`src/rtl/nand_pkg.sv`:
```
// Shared NAND bridge definitions: latch-cycle types, strobe FSM states,
// default timing counts and the duration-counter load helper.
package nand_pkg;

    localparam int unsigned NAND_DQ_W  = 8;
    localparam int unsigned NAND_CNT_W = 8;

    localparam int unsigned NAND_T_SETUP_DEF = 1;
    localparam int unsigned NAND_T_WP_DEF    = 2;
    localparam int unsigned NAND_T_WH_DEF    = 2;

    typedef enum logic [1:0] {
        NAND_CMD  = 2'b00,
        NAND_ADDR = 2'b01,
        NAND_DATA = 2'b10,
        NAND_RSVD = 2'b11
    } nand_type_t;

    // Write strobe uses IDLE..OVER; RE_* belong to the read strobe generator.
    typedef enum logic [2:0] {
        IDLE    = 3'd0,
        SETUP   = 3'd1,
        WE_LOW  = 3'd2,
        WE_HIGH = 3'd3,
        OVER    = 3'd4,
        RE_LOW  = 3'd5,
        RE_HIGH = 3'd6
    } nand_state_t;

    typedef struct packed {
        nand_type_t           kind;
        logic [NAND_DQ_W-1:0] data;
    } nand_req_t;

    // Counter load value for an n-cycle state; 0 behaves like 1.
    function automatic logic [NAND_CNT_W-1:0] cnt_load(input int unsigned n);
        return (n <= 1) ? '0 : NAND_CNT_W'(n - 1);
    endfunction

endpackage

```
`src/rtl/nand_wr_if.sv`:
```
// Sequencer/pad-side signal bundle of the NAND write strobe generator.
// Len and Data_Req exist only when NAND_WR_BURST_EN is defined.
interface nand_wr_if;
    import nand_pkg::*;

    logic                 Start;
    logic [1:0]           Type;
    logic [NAND_DQ_W-1:0] Din;
`ifdef NAND_WR_BURST_EN
    logic [7:0]           Len;
    logic                 Data_Req;
`endif
    logic                 Busy;
    logic                 Over;
    logic                 CLE;
    logic                 ALE;
    logic                 WEn;
    logic [NAND_DQ_W-1:0] DQ_O;
    logic                 DQ_OE;

    modport master (
        output Start, Type, Din,
`ifdef NAND_WR_BURST_EN
        output Len,
        input  Data_Req,
`endif
        input  Busy, Over, CLE, ALE, WEn, DQ_O, DQ_OE
    );

    modport slave (
        input  Start, Type, Din,
`ifdef NAND_WR_BURST_EN
        input  Len,
        output Data_Req,
`endif
        output Busy, Over, CLE, ALE, WEn, DQ_O, DQ_OE
    );

endinterface

```
`src/rtl/nand_wr_timer.sv`:
```
// Loadable down-counter timing each strobe state; done_c marks the last
// cycle of the state. last_c (burst builds) flags the cycle before that.
module nand_wr_timer
    import nand_pkg::*;
(
    input  logic                  clk,
    input  logic                  rst,
    input  logic                  load,
    input  logic [NAND_CNT_W-1:0] load_val,
`ifdef NAND_WR_BURST_EN
    output logic                  last_c,
`endif
    output logic                  done_c
);

    logic [NAND_CNT_W-1:0] count;

    // Reload on state entry, otherwise count down and park at zero.
    always_ff @(posedge clk) begin
        if (rst) begin
            count <= '0;
        end else if (load) begin
            count <= load_val;
        end else if (count != '0) begin
            count <= count - NAND_CNT_W'(1);
        end
    end

    assign done_c = (count == '0);
`ifdef NAND_WR_BURST_EN
    assign last_c = (count == NAND_CNT_W'(1));
`endif

endmodule

```
`src/rtl/nand_wr.sv`:
```
// NAND write-cycle strobe generator: one CLE/ALE-qualified latch cycle per
// accepted request with timed setup, WEn low pulse and hold, then Over.
// Optional multi-byte data bursts are enabled by defining NAND_WR_BURST_EN.
module nand_wr
    import nand_pkg::*;
#(
    parameter int unsigned tSETUP_cnt = NAND_T_SETUP_DEF,
    parameter int unsigned tWP_cnt    = NAND_T_WP_DEF,
    parameter int unsigned tWH_cnt    = NAND_T_WH_DEF
) (
    input  logic      CLK,
    input  logic      RST,
    nand_wr_if.slave  bus
);

    localparam logic [NAND_CNT_W-1:0] SETUP_LD = cnt_load(tSETUP_cnt);
    localparam logic [NAND_CNT_W-1:0] WP_LD    = cnt_load(tWP_cnt);
    localparam logic [NAND_CNT_W-1:0] WH_LD    = cnt_load(tWH_cnt);

    nand_state_t           state;
    nand_state_t           state_next;
    nand_req_t             req_q;
    nand_req_t             req_d;
    logic                  load_c;
    logic [NAND_CNT_W-1:0] load_val_c;
    logic                  tmr_done_c;
    logic                  active_c;

    logic                  busy_d, over_d, cle_d, ale_d, wen_d, dq_oe_d;
    logic [NAND_DQ_W-1:0]  dq_o_d;
    logic                  busy_q, over_q, cle_q, ale_q, wen_q, dq_oe_q;
    logic [NAND_DQ_W-1:0]  dq_o_q;

`ifdef NAND_WR_BURST_EN
    logic [7:0]            idx_q, idx_d;
    logic [7:0]            len_q, len_d;
    logic                  more_c, more_next_c, last_next_c, tmr_last_c;
    logic                  data_req_d, data_req_q;
`endif

    nand_wr_timer u_timer (
        .clk      (CLK),
        .rst      (RST),
        .load     (load_c),
        .load_val (load_val_c),
`ifdef NAND_WR_BURST_EN
        .last_c   (tmr_last_c),
`endif
        .done_c   (tmr_done_c)
    );

    // State register.
    always_ff @(posedge CLK) begin
        if (RST) begin
            state <= IDLE;
        end else begin
            state <= state_next;
        end
    end

    // Next state, request capture, timer reload and next-cycle outputs.
    always_comb begin
        state_next = state;
        req_d      = req_q;
        load_c     = 1'b0;
        load_val_c = '0;
`ifdef NAND_WR_BURST_EN
        idx_d      = idx_q;
        len_d      = len_q;
        more_c     = (req_q.kind == NAND_DATA) && (idx_q < len_q);
`endif

        case (state)
            IDLE: begin
                if (bus.Start && (nand_type_t'(bus.Type) != NAND_RSVD)) begin
                    state_next = SETUP;
                    req_d.kind = nand_type_t'(bus.Type);
                    req_d.data = bus.Din;
`ifdef NAND_WR_BURST_EN
                    idx_d      = '0;
                    len_d      = bus.Len;
`endif
                end
            end
            SETUP: begin
                if (tmr_done_c) state_next = WE_LOW;
            end
            WE_LOW: begin
                if (tmr_done_c) state_next = WE_HIGH;
            end
            WE_HIGH: begin
                if (tmr_done_c) begin
`ifdef NAND_WR_BURST_EN
                    if (more_c) begin
                        state_next = WE_LOW;
                        req_d.data = bus.Din;
                        idx_d      = 8'(idx_q + 8'd1);
                    end else
`endif
                    state_next = OVER;
                end
            end
            OVER:    state_next = IDLE;
            default: state_next = IDLE;
        endcase

        // Every transition is a state entry and restarts the duration count.
        load_c = (state_next != state);
        case (state_next)
            SETUP:   load_val_c = SETUP_LD;
            WE_LOW:  load_val_c = WP_LD;
            WE_HIGH: load_val_c = WH_LD;
            default: load_val_c = '0;
        endcase

        active_c = (state_next == SETUP) || (state_next == WE_LOW) ||
                   (state_next == WE_HIGH);
        busy_d   = (state_next != IDLE);
        over_d   = (state_next == OVER);
        wen_d    = (state_next != WE_LOW);
        cle_d    = active_c && (req_d.kind == NAND_CMD);
        ale_d    = active_c && (req_d.kind == NAND_ADDR);
        dq_oe_d  = active_c;
        dq_o_d   = active_c ? req_d.data : dq_o_q;

`ifdef NAND_WR_BURST_EN
        // Request the next byte during the final WE_HIGH cycle of a burst.
        more_next_c = (req_d.kind == NAND_DATA) && (idx_d < len_d);
        last_next_c = (state != WE_HIGH) ? (WH_LD == '0) : tmr_last_c;
        data_req_d  = (state_next == WE_HIGH) && last_next_c && more_next_c;
`endif
    end

    // Request latch and registered pad/status outputs.
    always_ff @(posedge CLK) begin
        if (RST) begin
            req_q   <= '0;
            busy_q  <= 1'b0;
            over_q  <= 1'b0;
            cle_q   <= 1'b0;
            ale_q   <= 1'b0;
            wen_q   <= 1'b1;
            dq_oe_q <= 1'b0;
            dq_o_q  <= '0;
`ifdef NAND_WR_BURST_EN
            idx_q      <= '0;
            len_q      <= '0;
            data_req_q <= 1'b0;
`endif
        end else begin
            req_q   <= req_d;
            busy_q  <= busy_d;
            over_q  <= over_d;
            cle_q   <= cle_d;
            ale_q   <= ale_d;
            wen_q   <= wen_d;
            dq_oe_q <= dq_oe_d;
            dq_o_q  <= dq_o_d;
`ifdef NAND_WR_BURST_EN
            idx_q      <= idx_d;
            len_q      <= len_d;
            data_req_q <= data_req_d;
`endif
        end
    end

    assign bus.Busy  = busy_q;
    assign bus.Over  = over_q;
    assign bus.CLE   = cle_q;
    assign bus.ALE   = ale_q;
    assign bus.WEn   = wen_q;
    assign bus.DQ_OE = dq_oe_q;
    assign bus.DQ_O  = dq_o_q;
`ifdef NAND_WR_BURST_EN
    assign bus.Data_Req = data_req_q;
`endif

endmodule

```
`src/flat_wrapper.sv`:
```
// flat-port wrapper written by rule: the top's interface ports become plain ports
module nand_wr_flat import nand_pkg::*;
#(
    parameter int unsigned tSETUP_cnt = NAND_T_SETUP_DEF,
    parameter int unsigned tWP_cnt    = NAND_T_WP_DEF,
    parameter int unsigned tWH_cnt    = NAND_T_WH_DEF
)
  (CLK, RST, bus_Start, bus_Type, bus_Din, bus_Busy, bus_Over, bus_CLE, bus_ALE, bus_WEn, bus_DQ_O, bus_DQ_OE);
  nand_wr_if bus_i ();
  input  logic CLK;
  input  logic RST;
  input wire logic [$bits(bus_i.Start)-1:0] bus_Start;
  input wire logic [$bits(bus_i.Type)-1:0] bus_Type;
  input wire logic [$bits(bus_i.Din)-1:0] bus_Din;
  output wire logic [$bits(bus_i.Busy)-1:0] bus_Busy;
  output wire logic [$bits(bus_i.Over)-1:0] bus_Over;
  output wire logic [$bits(bus_i.CLE)-1:0] bus_CLE;
  output wire logic [$bits(bus_i.ALE)-1:0] bus_ALE;
  output wire logic [$bits(bus_i.WEn)-1:0] bus_WEn;
  output wire logic [$bits(bus_i.DQ_O)-1:0] bus_DQ_O;
  output wire logic [$bits(bus_i.DQ_OE)-1:0] bus_DQ_OE;
  assign bus_i.Start = bus_Start;
  assign bus_i.Type = bus_Type;
  assign bus_i.Din = bus_Din;
  assign bus_Busy = bus_i.Busy;
  assign bus_Over = bus_i.Over;
  assign bus_CLE = bus_i.CLE;
  assign bus_ALE = bus_i.ALE;
  assign bus_WEn = bus_i.WEn;
  assign bus_DQ_O = bus_i.DQ_O;
  assign bus_DQ_OE = bus_i.DQ_OE;
  nand_wr #(.tSETUP_cnt(tSETUP_cnt), .tWP_cnt(tWP_cnt), .tWH_cnt(tWH_cnt)) u_core (.CLK(CLK), .RST(RST), .bus(bus_i));
endmodule
```
`config.mk`:
```
export PLATFORM = sky130hd
export DESIGN_NAME = nand_wr_flat
export DESIGN_NICKNAME = d
export VERILOG_FILES = /design/src/rtl/nand_pkg.sv /design/src/rtl/nand_wr_if.sv /design/src/rtl/nand_wr_timer.sv /design/src/rtl/nand_wr.sv /design/src/flat_wrapper.sv
export SDC_FILE = /design/constraint.sdc
export NUM_CORES = 1
export LEC_CHECK = 0
export CAP_MARGIN = 20
export CORE_ASPECT_RATIO = 0.5
export CORE_MARGIN = 3
export CORE_UTILIZATION = 51
export CTS_CLUSTER_DIAMETER = 200
export CTS_CLUSTER_SIZE = 30
export DETAILED_ROUTE_END_ITERATION = 8
export GPL_ROUTABILITY_DRIVEN = 0
export MAX_ROUTING_LAYER = met4
export PLACE_DENSITY = 0.78
export SETUP_SLACK_MARGIN = 0.05
export SLEW_MARGIN = 10
export SYNTH_ARGS = -nofsm -noshare
export SYNTH_HDL_FRONTEND = slang
export SYNTH_HIERARCHICAL = 1
export SYNTH_SLANG_ARGS = --single-unit
```
`constraint.sdc`:
```
create_clock -name CLK -period 2.5 [get_ports CLK]
set_input_delay 0.375 -clock CLK [delete_from_list [all_inputs] [get_ports CLK]]
set_output_delay 0.375 -clock CLK [all_outputs]
set_load 0.01 [all_outputs]
```
==> metrics.md, run 1 <==
| Metric | Value |
|---|---|
| Status | complete, no violations |
| CP max stage cell | and4bb_1 |
| Commonest non-fill, non-tap cell in the layout | dfxtp_1 |
| Synthesis-to-layout area growth | 29.2% |
| Final Hold Viols | 0 |
| Yosys cell types | 41 |
| Period minus WS final | 2.23 ns |
| Total CTS buffers | 5 |
| Sequential element share of the synthesized area | 0.471 |
| Cell-internal power | 0.00146 W |
| Crit path capture type | register |
| CTS Hold Bufs | 0 |
| Sequential Power Share | 0.373 |
| CP Buf/Inv Count | 1 |
| RSZ-0062 raised after global routing | no |
| # DRC | 0 |
| Final setup fails | 0 |
| Total Routing Usage GR | 0.177 |
| Slew Viols, Final | 0 |
| Setup slack after layout | 0.272 ns |
| Starting Density | 0.555 |
| Root buffer cell | clkbuf_8 |
| Crit path DAT | 2.40 ns |
| RR Startpoint | u_core/u_timer/count[3]$_SDFFE_PP0P_ |
| Grt ovf | 0 |
| Switch share | 0.305 |
| Total Neg Setup Slack | 0 ns |
| Worst Setup SP | u_core/u_timer/count[3]$_SDFFE_PP0P_ |
| Switching power | between 0.0006 and 0.0007 W |
| P per Cell Area | 1090 mW/mm² |
| Setup crit start kind | register |
| CTS HTree Levels | 2 |
| Pre-CTS setup slack | 0.328 ns |
| Num rows | 13 |
| Clk sinks | 35 |
| Placed insts | 214 |
| Setup Buffers After CTS | 0 |
| Post-CTS sizing | 0 |
| Final core occ | 0.717 |
| Cells along the critical path | nor4_4 -> and4bb_1 -> o21ai_0 -> nand3b_1 -> buf_4 -> nor3_1 -> nand2_1 -> o211ai_2 |
| Req. time, crit path | 2.67 ns |
| Avg Cell Area, Syn | 10.1 µm² |
| Slowest stage delay, CP | 0.53 ns |
| F_max | 0.449 GHz |
| Via count | roughly 1100 |
| First-pass GRT wire length | 4.59 mm |
| Average routed wire per standard cell | 12.3 µm |
| HPWL after DPL | 1.88 mm |
| Yosys reg bits | 35 |
| Clock power share | 0.283 |
| Clock Tree Buf Depth | 2 |
| Crit path max-delay family | simple AND/OR/NAND/NOR gates |
| Logic gate share of total power | 0.344 |
| Initial antenna violation count | 0 |
| Share of cells above drive strength 1 | 0.114 |
| Vias in the first global route | 1056 |
| IO Pins | 27 |
| Peak supply drop | roughly 0.00056 V |
| Die width | 82.4 µm |
| Die area | 0.00364 mm² |
| Inserted Diodes | 0 |
| Fin cells | about 220 |
| Port Buffers | 26 |
| Hold_sp | u_core/req_q[3]$_SDFF_PP0_ |
| Hold Path Class | register to register |
| Ys Warns | 6 |
| Commonest non-fill, non-tap cells in the layout | dfxtp_1 (35), clkdlybuf4s50_1 (26), nor2_1 (23) |
| Max cap viols | 0 |
| Latest clock arrival within the worst-skew pair | ~0.29 ns |
| Nets | 198 |
| Core area | roughly 0.0027 mm² |
| Post-DR vias/cell | 5.05 |
| Clock slew at reported path FFs | 0.07 ns |
| Mapped Cells | 148 |
| 1st-iter DRT viols | 37 |
| P_leak | 0.793 nW |
| Mapped Area | 0.00149 mm² |
| CP Class | register to register |
| Final WL | between 2 and 3 mm |
| CTS tree | yes |
| Final ANT Viol Nets | 0 |
| Die Y | ~44 µm |
| Crit path max fanout | 13 |
| Largest net degree at the start of global routing | 17 |
| Tcrit/Tclk final | 0.891 |
| Skew final | 0.00490 ns |
| Drt first pass iters | 4 |
-- cells in the mapped netlist (all sizes together) --
| library cell | count | area, µm² |
|---|---|---|
| and3b | 1 | 8.76 |
| a211oi | 9 | 67.6 |
| nor2 | 23 | 86.3 |
| nand2b | 1 | 6.26 |
| nor3b | 2 | 15.0 |
| mux2i | 11 | 123 |
| ha | 1 | 12.5 |
| buf | 4 | 48.8 |
| nand3b | 2 | 15.0 |
| nand2 | 11 | 43.8 |
| dfxtp | 35 | 701 |
| a311oi | 1 | 8.76 |
| conb | 1 | 3.75 |
| nor3 | 6 | 30.0 |
| inv | 3 | 11.3 |
| nor2b | 3 | 18.8 |
| and2 | 2 | 12.5 |
| o211ai | 1 | 12.5 |
| xor2 | 2 | 17.5 |
| a21o | 1 | 7.51 |
| o21a | 1 | 7.51 |
| o32ai | 4 | 35.0 |
| o21bai | 1 | 7.51 |
| o2bb2ai | 1 | 15.0 |
| nor4 | 1 | 21.3 |
| a21oi | 2 | 10.0 |
| o21ai | 2 | 10.0 |
| xnor2 | 3 | 26.3 |
| nor4b | 1 | 23.8 |
| a21boi | 1 | 7.51 |
| and3 | 2 | 13.8 |
| or4 | 1 | 11.3 |
| clkbuf | 4 | 15.0 |
| and4bb | 1 | 12.5 |
| or3 | 1 | 6.26 |
| and4b | 1 | 10.0 |
| or2 | 1 | 6.26 |
-- worst min-delay path, stage by stage, from the launching register on --
cell and delay (ns):
dfxtp_1 0.31, mux2i_1 0.07, nor2_1 0.08
-- metal layers --
layer / GRT usage / up-vias / wire length (µm) / part of all wire
li1: - / 584 / - / -
met1: 0.206 / 514 / 1260 / 0.46
met2: 0.266 / 18 / 1320 / 0.49
met3: 0.0854 / 5 / 111 / 0.041
met4: 0.0629 / 0 / 28 / 0.010
met5: - / - / 0 / 0
-- metrics by stage --
step / hold WS (ns) / total power (W) / instance area, µm²
finish: 0.494 / 0.00210 / 1920
global route: 0.525 / 0.00223 / 1920
floorplan: 0.459 / 0.00132 / 1510
detailed placement: 0.486 / 0.00151 / 1790
global placement: 0.474 / 0.00150 / 1790
CTS: 0.500 / 0.00211 / 1920
-- final timing paths --
| check | cells past startpoint | to | slack (ns) |
|---|---|---|---|
| setup / recovery | 8 | u_core/u_timer/count[0]$_SDFFE_PP0P_ | 0.27 |
| hold reg to reg | 2 | u_core/req_q[3]$_SDFF_PP0_ | 0.49 |
| setup reg to reg | 8 | u_core/u_timer/count[0]$_SDFFE_PP0P_ | 0.27 |
| hold / removal | 2 | u_core/req_q[3]$_SDFF_PP0_ | 0.49 |
-- registers in the layout, summed over array words and instances, names as in the netlist --
| signal | count |
|---|---|
| u_core/bus.DQ_OE | 1 |
| u_core/state | 3 |
| u_core/bus.WEn | 1 |
| u_core/bus.CLE | 1 |
| u_core/u_timer/count | 8 |
| u_core/req_q | 10 |
| u_core/bus.ALE | 1 |
| u_core/bus.Over | 1 |
| u_core/bus.DQ_O | 8 |
| u_core/bus.Busy | 1 |
-- cell type report --
class                      instances  area [µm²]
clock buffer                       6        72.6
clock inverter                     2        60.1
inverter                           3        11.3
multi-input combinational        108         736
timing repair buffer              31         298
sequential                        35         701
fill                             212         759
tap                               37        46.3
-- power groups by stage --
stage	combinational (W)	sequential (W)	clock, W
floorplan	0.000526	0.000799	0
global placement	0.000709	0.000792	0
detailed placement	0.000716	0.000794	0
CTS	0.000726	0.000783	0.000606
global route	0.000791	0.000798	0.000639
finish	0.000722	0.000782	0.000594
-- kinds of logic after synthesis --
logic type,count (synthesis),share of synthesized area
compound gates,24,0.127
xor+xnor,5,0.0294
fa+ha+maj,1,0.00840
buf+inv,11,0.0504
flops,35,0.471
mux,11,0.0824
other cells,1,0.00252
simple gates,60,0.229
Note: power is estimated with default switching activity, not from simulation.
==> run 2, diff against run 1 <==
Settings changed: CORE_UTILIZATION 51 to 40, PLACE_DENSITY 0.78 to default.
==> metrics.md, run 2 (same netlist as run 1, synthesis figures left out) <==
| Metric | Value |
|---|---|
| Hold Path Class | register to register |
| Latest clock arrival within the worst-skew pair | between 0.2 and 0.3 ns |
| HPWL after DPL | 1.99 mm |
| Largest net degree at the start of global routing | 19 |
| Drt first pass iters | 4 |
| Largest reg by FF count | u_core/req_q |
| Clock Tree Buf Depth | 2 |
| P_leak | 0.772 nW |
| Slowest stage delay, CP | roughly 0.40 ns |
| Total Routing Usage GR | 0.144 |
| Cells along the critical path | inv_1 -> ha_1 -> and4bb_2 -> o21ai_0 -> nand3b_1 -> or2_2 -> o32ai_1 |
| Nets | 198 |
| Num rows | 14 |
| CP max stage cell | or2_2 |
| Placed cell area | around 0.0018 mm² |
| Final WL | 2.80 mm |
| Total Neg Setup Slack | 0 ns |
| F_max | 0.456 GHz |
| Via count | 1113 |
| Starting Density | 0.455 |
| Total CTS buffers | 5 |
| Number of flip-flops in the largest register | 10 |
| Clock slew at reported path FFs | 0.07 ns |
| Die Y | 49.1 µm |
| Setup crit start kind | register |
| Final Hold Viols | 0 |
| Total power | 0.00192 W |
| RSZ-0062 raised after global routing | no |
| Tcrit/Tclk final | 0.876 |
| CTS tree | yes |
| Core area | 0.00328 mm² |
| Share of cells above drive strength 1 | 0.120 |
| Final ANT Viol Nets | 0 |
| Peak supply drop | 0.000426 V |
| First-pass GRT wire length | 4.97 mm |
| CTS HTree Levels | 2 |
| Post-DR vias/cell | between 4 and 5 |
| Port Buffers | 26 |
| Commonest non-fill, non-tap cells in the layout | dfxtp_1 (35), clkdlybuf4s50_1 (26), nor2_1 (23) |
| CTS Hold Bufs | 0 |
| Vias in the first global route | 1067 |
| Final core occ | 0.578 |
| Average routed wire per standard cell | 12.0 µm |
| Synthesis-to-layout area growth | 27.1% |
| Status | complete, no violations |
| # DRC | 0 |
| Req. time, crit path | about 2.7 ns |
| P per Cell Area | 1010 mW/mm² |
| Root buffer cell | clkbuf_8 |
| Skew final | 0.00812 ns |
| Period minus WS final | 2.19 ns |
| IO Pins | 27 |
| Initial antenna violation count | 0 |
| Die width | slightly above 90 µm |
| Commonest non-fill, non-tap cell in the layout | dfxtp_1 |
| Grt ovf | 0 |
| Final setup fails | 0 |
| Crit path capture type | register |
| Die area | 0.00453 mm² |
| CP Class | register to register |
| Final instance area | 0.00189 mm² |
| Crit path max fanout | 13 |
| Clk sinks | 35 |
| Crit path DAT | 2.38 ns |
| Setup Buffers After CTS | 0 |
| Slew Viols, Final | 0 |
| Max cap viols | 0 |
| 1st-iter DRT viols | 18 |
| Inserted Diodes | 0 |
## run 2: changes by cell type in the layout (fill, tap and decap cells not counted)
| cell | delta |
|---|---|
| and4bb_1 | -1 |
| and4bb_2 | +1 |
| bufinv_16 | -2 |
| clkbuf_1 | -1 |
| clkbuf_8 | +1 |
| clkinv_2 | +1 |
## run 2: path summary, 6_finish.rpt
path,from,to,slack [ns],cells after the start
max,u_core/u_timer/count[0]$_SDFFE_PP0P_,u_core/u_timer/count[5]$_SDFFE_PP0P_,0.31,7
min,u_core/req_q[3]$_SDFF_PP0_,u_core/req_q[3]$_SDFF_PP0_,0.50,2
max reg2reg,u_core/u_timer/count[0]$_SDFFE_PP0P_,u_core/u_timer/count[5]$_SDFFE_PP0P_,0.31,7
min reg2reg,u_core/req_q[3]$_SDFF_PP0_,u_core/req_q[3]$_SDFF_PP0_,0.50,2
## run 2: per-stage QoR
stage | hold slack [ns] | setup WS, ns | std cells
floorplan | 0.459 | 0.555 | 154
global placement | 0.473 | 0.376 | 225
detailed placement | 0.486 | 0.294 | 225
CTS | 0.501 | 0.274 | 232
global route | 0.522 | 0.113 | 232
finish | 0.497 | 0.309 | 232
## run 2: final cells by class
class	instances	area (µm²)
clock buffers	6	82.6
flip-flops and latches	35	701
inverters	3	11.3
multi-input cells	108	736
well taps	48	60.1
fillers	304	1380
repair buffers	31	298
clock inverters	1	5.00
## run 2: power by group
group          internal, W  switching, W  total (W)
clock network     0.000216      0.000190   0.000406
logic             0.000376      0.000349   0.000725
registers         0.000684      0.000101   0.000785
## run 2: timing repair
item | 4_1_cts | 5_1_grt
setup endpoints to repair | 0 | 3
gates resized for setup | 0 | 1
hold endpoints to repair | 0 | 0
## run 2: per-layer routing
metal,wire length (µm),track usage
met3,133,0.0555
met5,0,-
met2,1270,0.215
met1,1370,0.174
met4,22,0.0591
## run 2: worst max-delay path, delay by kind of cell (launching register included)
| family | cells | cell delay (ns) |
|---|---|---|
| adders and majority gates | 1 | 0.27 |
| and+or+nand+nor | 3 | 0.99 |
| AOI/OAI and AO/OA | 2 | 0.39 |
| buffers and inverters | 1 | 0.08 |
| DFF | 1 | 0.38 |
==> run 3, diff against run 2 <==
Settings changed: SLEW_MARGIN 10 to 15.
==> results of run 3 <==
The final DEF is identical to that of run 2; final timing and power are the same.
